[config.mk]
export PLATFORM = sky130hd
export DESIGN_NAME = uart_tx
export DESIGN_NICKNAME = d
export VERILOG_FILES = /design/src/rtl/uart_pkg.sv /design/src/rtl/uart_tx_fifo.sv /design/src/rtl/uart_tx.sv
export SDC_FILE = /design/constraint.sdc
export NUM_CORES = 1
export LEC_CHECK = 0
export BUFFER_PORTS_ARGS = -buffer_cell sky130_fd_sc_hd__buf_4
export CORE_ASPECT_RATIO = 2
export CORE_MARGIN = 3
export CORE_UTILIZATION = 53
export CTS_CLUSTER_DIAMETER = 150
export DETAILED_ROUTE_END_ITERATION = 7
export PLACE_DENSITY = 0.69
export SLEW_MARGIN = 20
export SYNTH_ARGS = -nofsm -noshare
export SYNTH_HDL_FRONTEND = slang
export SYNTH_HIERARCHICAL = 1
export SYNTH_SLANG_ARGS = --single-unit
[constraint.sdc]
create_clock -name sys_clk -period 5.75 [get_ports sys_clk]
set_clock_uncertainty 0.2 [all_clocks]
set_input_delay 0.575 -clock sys_clk [delete_from_list [all_inputs] [get_ports sys_clk]]
set_output_delay 0.575 -clock sys_clk [all_outputs]
set_load 0.005 [all_outputs]
[src/rtl/uart_pkg.sv]
// Shared UART definitions for the transmit and receive sides: FSM state encoding,
// frame width and the baud divisor helper.
package uart_pkg;

   localparam int DATA_BITS = 8;

   typedef enum logic [2:0] {
      IDLE,
      START,
      DATA,
      PARITY,
      STOP
   } uart_state_e;

   // Clock cycles per line bit, truncated toward zero.
   function automatic int unsigned baud_cnt_max(input int unsigned clk_freq,
                                                input int unsigned uart_bps);
      return clk_freq / uart_bps;
   endfunction

endpackage

[src/rtl/uart_tx_fifo.sv]
// Byte FIFO for the UART transmitter; show-ahead read (rd_data valid while rd_en is high).
module uart_tx_fifo
   import uart_pkg::*;
#(
   parameter int FIFO_DEPTH = 16
) (
   input  logic                 sys_clk,
   input  logic                 sys_rst_n,
   input  logic                 wr_en,
   input  logic [DATA_BITS-1:0] wr_data,
   input  logic                 rd_en,
   output logic [DATA_BITS-1:0] rd_data,
   output logic                 empty,
   output logic                 full
);

   localparam int AW = (FIFO_DEPTH > 1) ? $clog2(FIFO_DEPTH) : 1;

   logic [DATA_BITS-1:0] mem [FIFO_DEPTH];
   logic [AW-1:0]        wr_ptr;
   logic [AW-1:0]        rd_ptr;
   logic [AW:0]          count;
   logic [AW:0]          count_d;
   logic                 wr_ok;
   logic                 rd_ok;

   // A write into a full FIFO is still taken when a pop frees a slot in the same cycle.
   assign rd_ok   = rd_en && !empty;
   assign wr_ok   = wr_en && (!full || rd_ok);
   assign empty   = (count == '0);
   assign rd_data = mem[rd_ptr];

   always_comb begin
      count_d = count;
      case ({wr_ok, rd_ok})
         2'b10:   count_d = count + (AW+1)'(1);
         2'b01:   count_d = count - (AW+1)'(1);
         default: count_d = count;
      endcase
   end

   always_ff @(posedge sys_clk) begin
      if (wr_ok) begin
         mem[wr_ptr] <= wr_data;
      end
   end

   always_ff @(posedge sys_clk or negedge sys_rst_n) begin
      if (!sys_rst_n) begin
         wr_ptr <= '0;
         rd_ptr <= '0;
         count  <= '0;
         full   <= 1'b0;
      end else begin
         if (wr_ok) begin
            wr_ptr <= wr_ptr + AW'(1);
         end
         if (rd_ok) begin
            rd_ptr <= rd_ptr + AW'(1);
         end
         count <= count_d;
         full  <= (count_d == (AW+1)'(FIFO_DEPTH));
      end
   end

endmodule

[src/rtl/uart_tx.sv]
// UART transmitter with byte FIFO: 8N1 frames, LSB first.
// Defining UART_TX_PARITY_EN inserts an even-parity bit (8E1 frames).
module uart_tx
   import uart_pkg::*;
#(
   parameter logic [19:0] UART_BPS   = 20'd115200,
   parameter logic [25:0] CLK_FREQ   = 26'd50_000_000,
   parameter int          FIFO_DEPTH = 16
) (
   input  logic                 sys_clk,
   input  logic                 sys_rst_n,
   input  logic [DATA_BITS-1:0] pi_data,
   input  logic                 pi_flag,
   output logic                 tx,
   output logic                 busy,
   output logic                 fifo_full,
   output logic                 overflow
);

   localparam int unsigned BAUD_CNT_MAX = baud_cnt_max(32'(CLK_FREQ), 32'(UART_BPS));
   localparam int          BAUD_W       = (BAUD_CNT_MAX > 1) ? $clog2(BAUD_CNT_MAX) : 1;
   localparam logic [BAUD_W-1:0] BAUD_LAST = BAUD_W'(BAUD_CNT_MAX - 1);
   localparam int          BIT_W        = $clog2(DATA_BITS);
   localparam logic [BIT_W-1:0]  LAST_BIT  = BIT_W'(DATA_BITS - 1);

   uart_state_e          state_q;
   uart_state_e          state_d;
   logic [BAUD_W-1:0]    baud_cnt;
   logic [BIT_W-1:0]     bit_cnt;
   logic [DATA_BITS-1:0] shift_reg;
   logic                 bit_end;
   logic                 pop;
   logic                 tx_d;
   logic                 fifo_empty;
   logic [DATA_BITS-1:0] fifo_rd_data;
`ifdef UART_TX_PARITY_EN
   logic                 parity_q;
`endif

   assign bit_end = (baud_cnt == BAUD_LAST);

   uart_tx_fifo #(
      .FIFO_DEPTH (FIFO_DEPTH)
   ) u_fifo (
      .sys_clk   (sys_clk),
      .sys_rst_n (sys_rst_n),
      .wr_en     (pi_flag),
      .wr_data   (pi_data),
      .rd_en     (pop),
      .rd_data   (fifo_rd_data),
      .empty     (fifo_empty),
      .full      (fifo_full)
   );

   always_ff @(posedge sys_clk or negedge sys_rst_n) begin
      if (!sys_rst_n) begin
         state_q <= IDLE;
      end else begin
         state_q <= state_d;
      end
   end

   always_comb begin
      state_d = state_q;
      pop     = 1'b0;
      tx_d    = 1'b1;
      case (state_q)
         IDLE: begin
            if (!fifo_empty) begin
               pop     = 1'b1;
               state_d = START;
            end
         end
         START: begin
            tx_d = 1'b0;
            if (bit_end) begin
               state_d = DATA;
            end
         end
         DATA: begin
            tx_d = shift_reg[0];
            if (bit_end && (bit_cnt == LAST_BIT)) begin
`ifdef UART_TX_PARITY_EN
               state_d = PARITY;
`else
               state_d = STOP;
`endif
            end
         end
`ifdef UART_TX_PARITY_EN
         PARITY: begin
            tx_d = parity_q;
            if (bit_end) begin
               state_d = STOP;
            end
         end
`endif
         STOP: begin
            if (bit_end) begin
               state_d = IDLE;
            end
         end
         default: begin
            state_d = IDLE;
         end
      endcase
   end

   // The baud counter is held at zero in IDLE, so every START begins a fresh bit time.
   always_ff @(posedge sys_clk or negedge sys_rst_n) begin
      if (!sys_rst_n) begin
         baud_cnt  <= '0;
         bit_cnt   <= '0;
         shift_reg <= '0;
      end else begin
         if (state_q == IDLE || bit_end) begin
            baud_cnt <= '0;
         end else begin
            baud_cnt <= baud_cnt + BAUD_W'(1);
         end

         if (pop) begin
            shift_reg <= fifo_rd_data;
         end else if (state_q == DATA && bit_end) begin
            shift_reg <= {1'b0, shift_reg[DATA_BITS-1:1]};
         end

         if (state_q == IDLE) begin
            bit_cnt <= '0;
         end else if (state_q == DATA && bit_end) begin
            bit_cnt <= bit_cnt + BIT_W'(1);
         end
      end
   end

`ifdef UART_TX_PARITY_EN
   always_ff @(posedge sys_clk or negedge sys_rst_n) begin
      if (!sys_rst_n) begin
         parity_q <= 1'b0;
      end else if (pop) begin
         parity_q <= ^fifo_rd_data;
      end
   end
`endif

   // Line and status outputs come straight from flops so tx never glitches.
   always_ff @(posedge sys_clk or negedge sys_rst_n) begin
      if (!sys_rst_n) begin
         tx       <= 1'b1;
         busy     <= 1'b0;
         overflow <= 1'b0;
      end else begin
         tx       <= tx_d;
         busy     <= (state_q != IDLE) || !fifo_empty;
         overflow <= pi_flag && fifo_full && !pop;
      end
   end

endmodule

==> results.md <==
* Slew Limit Headroom at 30.7%
* Register area share after synthesis at 67.4%
* Netlist cell types at 58
* Pre-CTS setup slack at 1.33 ns
* Worst R2R Start: u_fifo/count[2]
* Req. time, crit path at 5.89 ns
* Actual slew at the worst max-slew pin at 1.04 ns
* Final HPWL DP at 9080 um
* Primary FF master, synth: edfxtp_1
* Fin crit share at 77.1%
* TritonCTS clock tree: yes
* Via count at 3714
* Clock Sinks at 168
* Cell Count, Final, Fillers Out at 604
* H-tree depth at 4
* Syn-to-layout area delta at 11.6%
* Die area at 15100 um2
* Hold Crit Start: pi_flag
* # Post-CTS Setup Buffers at 0
* Yosys Warn Count at 6
* Placed cells at 571
* IO Pins at 15
* # hold bufs at CTS at 1
* Tightest Hold Check Type: in2reg
* Antenna violations before repair at 0
* Largest net degree at the start of global routing at 41
* Worst Path Class, Setup: reg2reg
* Drt drc at 0
* 1st-pass router iterations at 4
* Leak at 2.95 nW
* Register area at 4850 um2
* Inserted Diodes at 0
* Final core utilization at 61.0%
* # rows at 59
* Post_cts resized at 0
* Core area at 13100 um2
* #FFs+latches synth at 168
* Hold Crit Depth at 2
* Final Setup Violations at 0
* Cells after Synth at 417
* Root Buffer: clkbuf_16
* Die X at 88.4 um
* Insertion delay to the later sink of the worst-skew pair at 0.42 ns
* Max-cap violations at 0
* Die height at 171 um
* R2r setup slk at 1.31 ns
* Setup TNS at 0 ns
* Filler Cell Count at 953
* Post-DRT Antenna Nets at 0
* Gpl congestion at 0.747
* Period minus WS final at 4.44 ns
* Post-Syn Area at 7190 um2
* Post-Syn Area per Cell at 17.2 um2
* Initial Utilization at 54.7%
* NumNets Final at 464
* Reg clk slew, reported paths at 0.07 ns
* Fin worst setup slack at 1.31 ns
* Worst hold endpoint: overflow
* Num CTS Buffers at 17
* I/O Buffers at 14
* Drt first-iter violations at 156
* WL final at 13000 um
* Setup repair after global routing missed its margin: no
* Max Fclk at 225 MHz
* Worst Setup End Kind: register
* Pins Over Slew Limit at 0
* CP Max Fanout at 17
* Post-synth EDFFs at 128
* Share of layout cells above drive strength 1 at 18.4%
* Synth async-reset ratio at 23.8%
* Post-synth net total at 442
* Power Density at 471 nW/um2
* Commonest cells after routing, fill and taps aside: edfxtp_1 (128), dfrtp_1 (38), nand2_1 (31), buf_4 (22), mux2i_1 (20)
* First-pass GRT wire length at 21000 um
* Vias per cell at 6.15
* Multi-input combinational cell area at 2160 um2
* Max FFs per register at 128
* Hold Vio Cnt, Final at 0
* Global route total overflow at 0
* Vias in the first global route at 4046
* Outcome: finished clean
* All-layer global routing usage at 19.0%
* Commonest non-fill, non-tap cell in the layout: edfxtp_1
* Routed WL per cell at 21.5 um
* R2R depth at 11
* Startpoint type of the worst setup path: register
* CP arrival at 4.58 ns
* Clock buffer depth at 2
* VDD IR max at 251 uV
* Hold_ws at 0.231 ns
* RR Endpoint: u_fifo/full
per-layer routing:
layer | track usage [%] | vias up | share of wire (%)
li1 | - | 1700 | -
met1 | 18.6 | 1911 | 34
met2 | 36.6 | 76 | 61
met3 | 4.67 | 27 | 2.4
met4 | 7.37 | 0 | 2.6
met5 | 0 | - | 0
stage by stage:
| step | instance area [um2] | total power, mW |
|---|---|---|
| floorplan | 7190 | 2.45 |
| global placement | 7400 | 2.63 |
| detailed placement | 7400 | 2.68 |
| CTS | 8020 | 3.82 |
| global route | 8020 | 3.97 |
| finish | 8020 | 3.78 |
final cells by class:
| cell class | instances | area share [%] |
|---|---|---|
| Multi-Input combinational cell | 219 | 26.9 |
| Sequential cell | 168 | 60.4 |
| Clock buffer | 17 | 5.30 |
| Timing Repair Buffer | 23 | 2.18 |
| Inverter | 10 | 0.468 |
| Tap cell | 152 | 2.37 |
| Clock inverter | 15 | 2.32 |
worst max-delay path by stage:
stage	cells after the start	end	from	slack, ns
after detailed placement	11	u_fifo/full	u_fifo/count[2]	1.33
final	11	u_fifo/full	u_fifo/count[2]	1.31
after floorplan	13	u_fifo/full	u_fifo/count[2]	2.20
after global placement	11	u_fifo/full	u_fifo/count[2]	1.52
after global routing	11	u_fifo/full	u_fifo/count[2]	0.92
after CTS	11	u_fifo/full	u_fifo/count[2]	1.30
cells in the mapped netlist, types with 3 or more instances:
cell	count	area share, %
a21oi_1	7	0.49
a22oi_1	16	1.7
and2_1	7	0.61
and3_1	3	0.26
buf_2	6	0.42
buf_4	3	0.31
buf_6	3	0.47
dfrtp_1	39	14
edfxtp_1	128	53
ha_1	13	2.3
inv_1	8	0.42
mux2i_1	20	2.8
mux4_1	18	6.6
mux4_2	14	4.4
nand2_1	31	1.6
nand3_1	7	0.49
nand4_1	4	0.35
nor2_1	7	0.37
nor2b_1	3	0.26
nor3_1	12	0.84
nor3b_1	3	0.31
nor4_1	5	0.44
o21ai_0	6	0.42
or3_1	6	0.52
xnor2_1	8	0.97
xor2_1	3	0.37
logic make-up (layout without fill, tap and decap cells):
group / count (synthesis) / in the layout / share of synthesized area [%]
AOI/OAI and AO/OA: 40 / 40 / 4.21
xor gates and xnor gates: 11 / 11 / 1.34
adders and majority gates: 14 / 14 / 2.54
buffers and inverters: 30 / 65 / 2.77
DFF: 168 / 168 / 67.4
muxes: 55 / 55 / 14.3
and+or+nand+nor: 99 / 99 / 7.47
worst max-delay path: stages, from the launching register on:
cell	delay, ns
dfrtp_1	0.40
or3_4	0.43
nor3_1	0.18
or4_1	0.62
inv_2	0.18
o221ai_4	0.55
ha_1	0.38
ha_1	0.33
a21oi_1	0.20
a21oi_1	0.12
or4_1	0.52
a211oi_2	0.24
power breakdown:
group / internal, mW / total [mW] / switching (mW) / leakage (nW)
Combinational: 0.458 / 0.953 / 0.495 / 1.00
Clock: 0.595 / 1.13 / 0.535 / 0.298
Sequential: 1.51 / 1.70 / 0.191 / 1.65
Total: 2.56 / 3.78 / 1.22 / 2.95
Power figures use the tool's default switching activity.
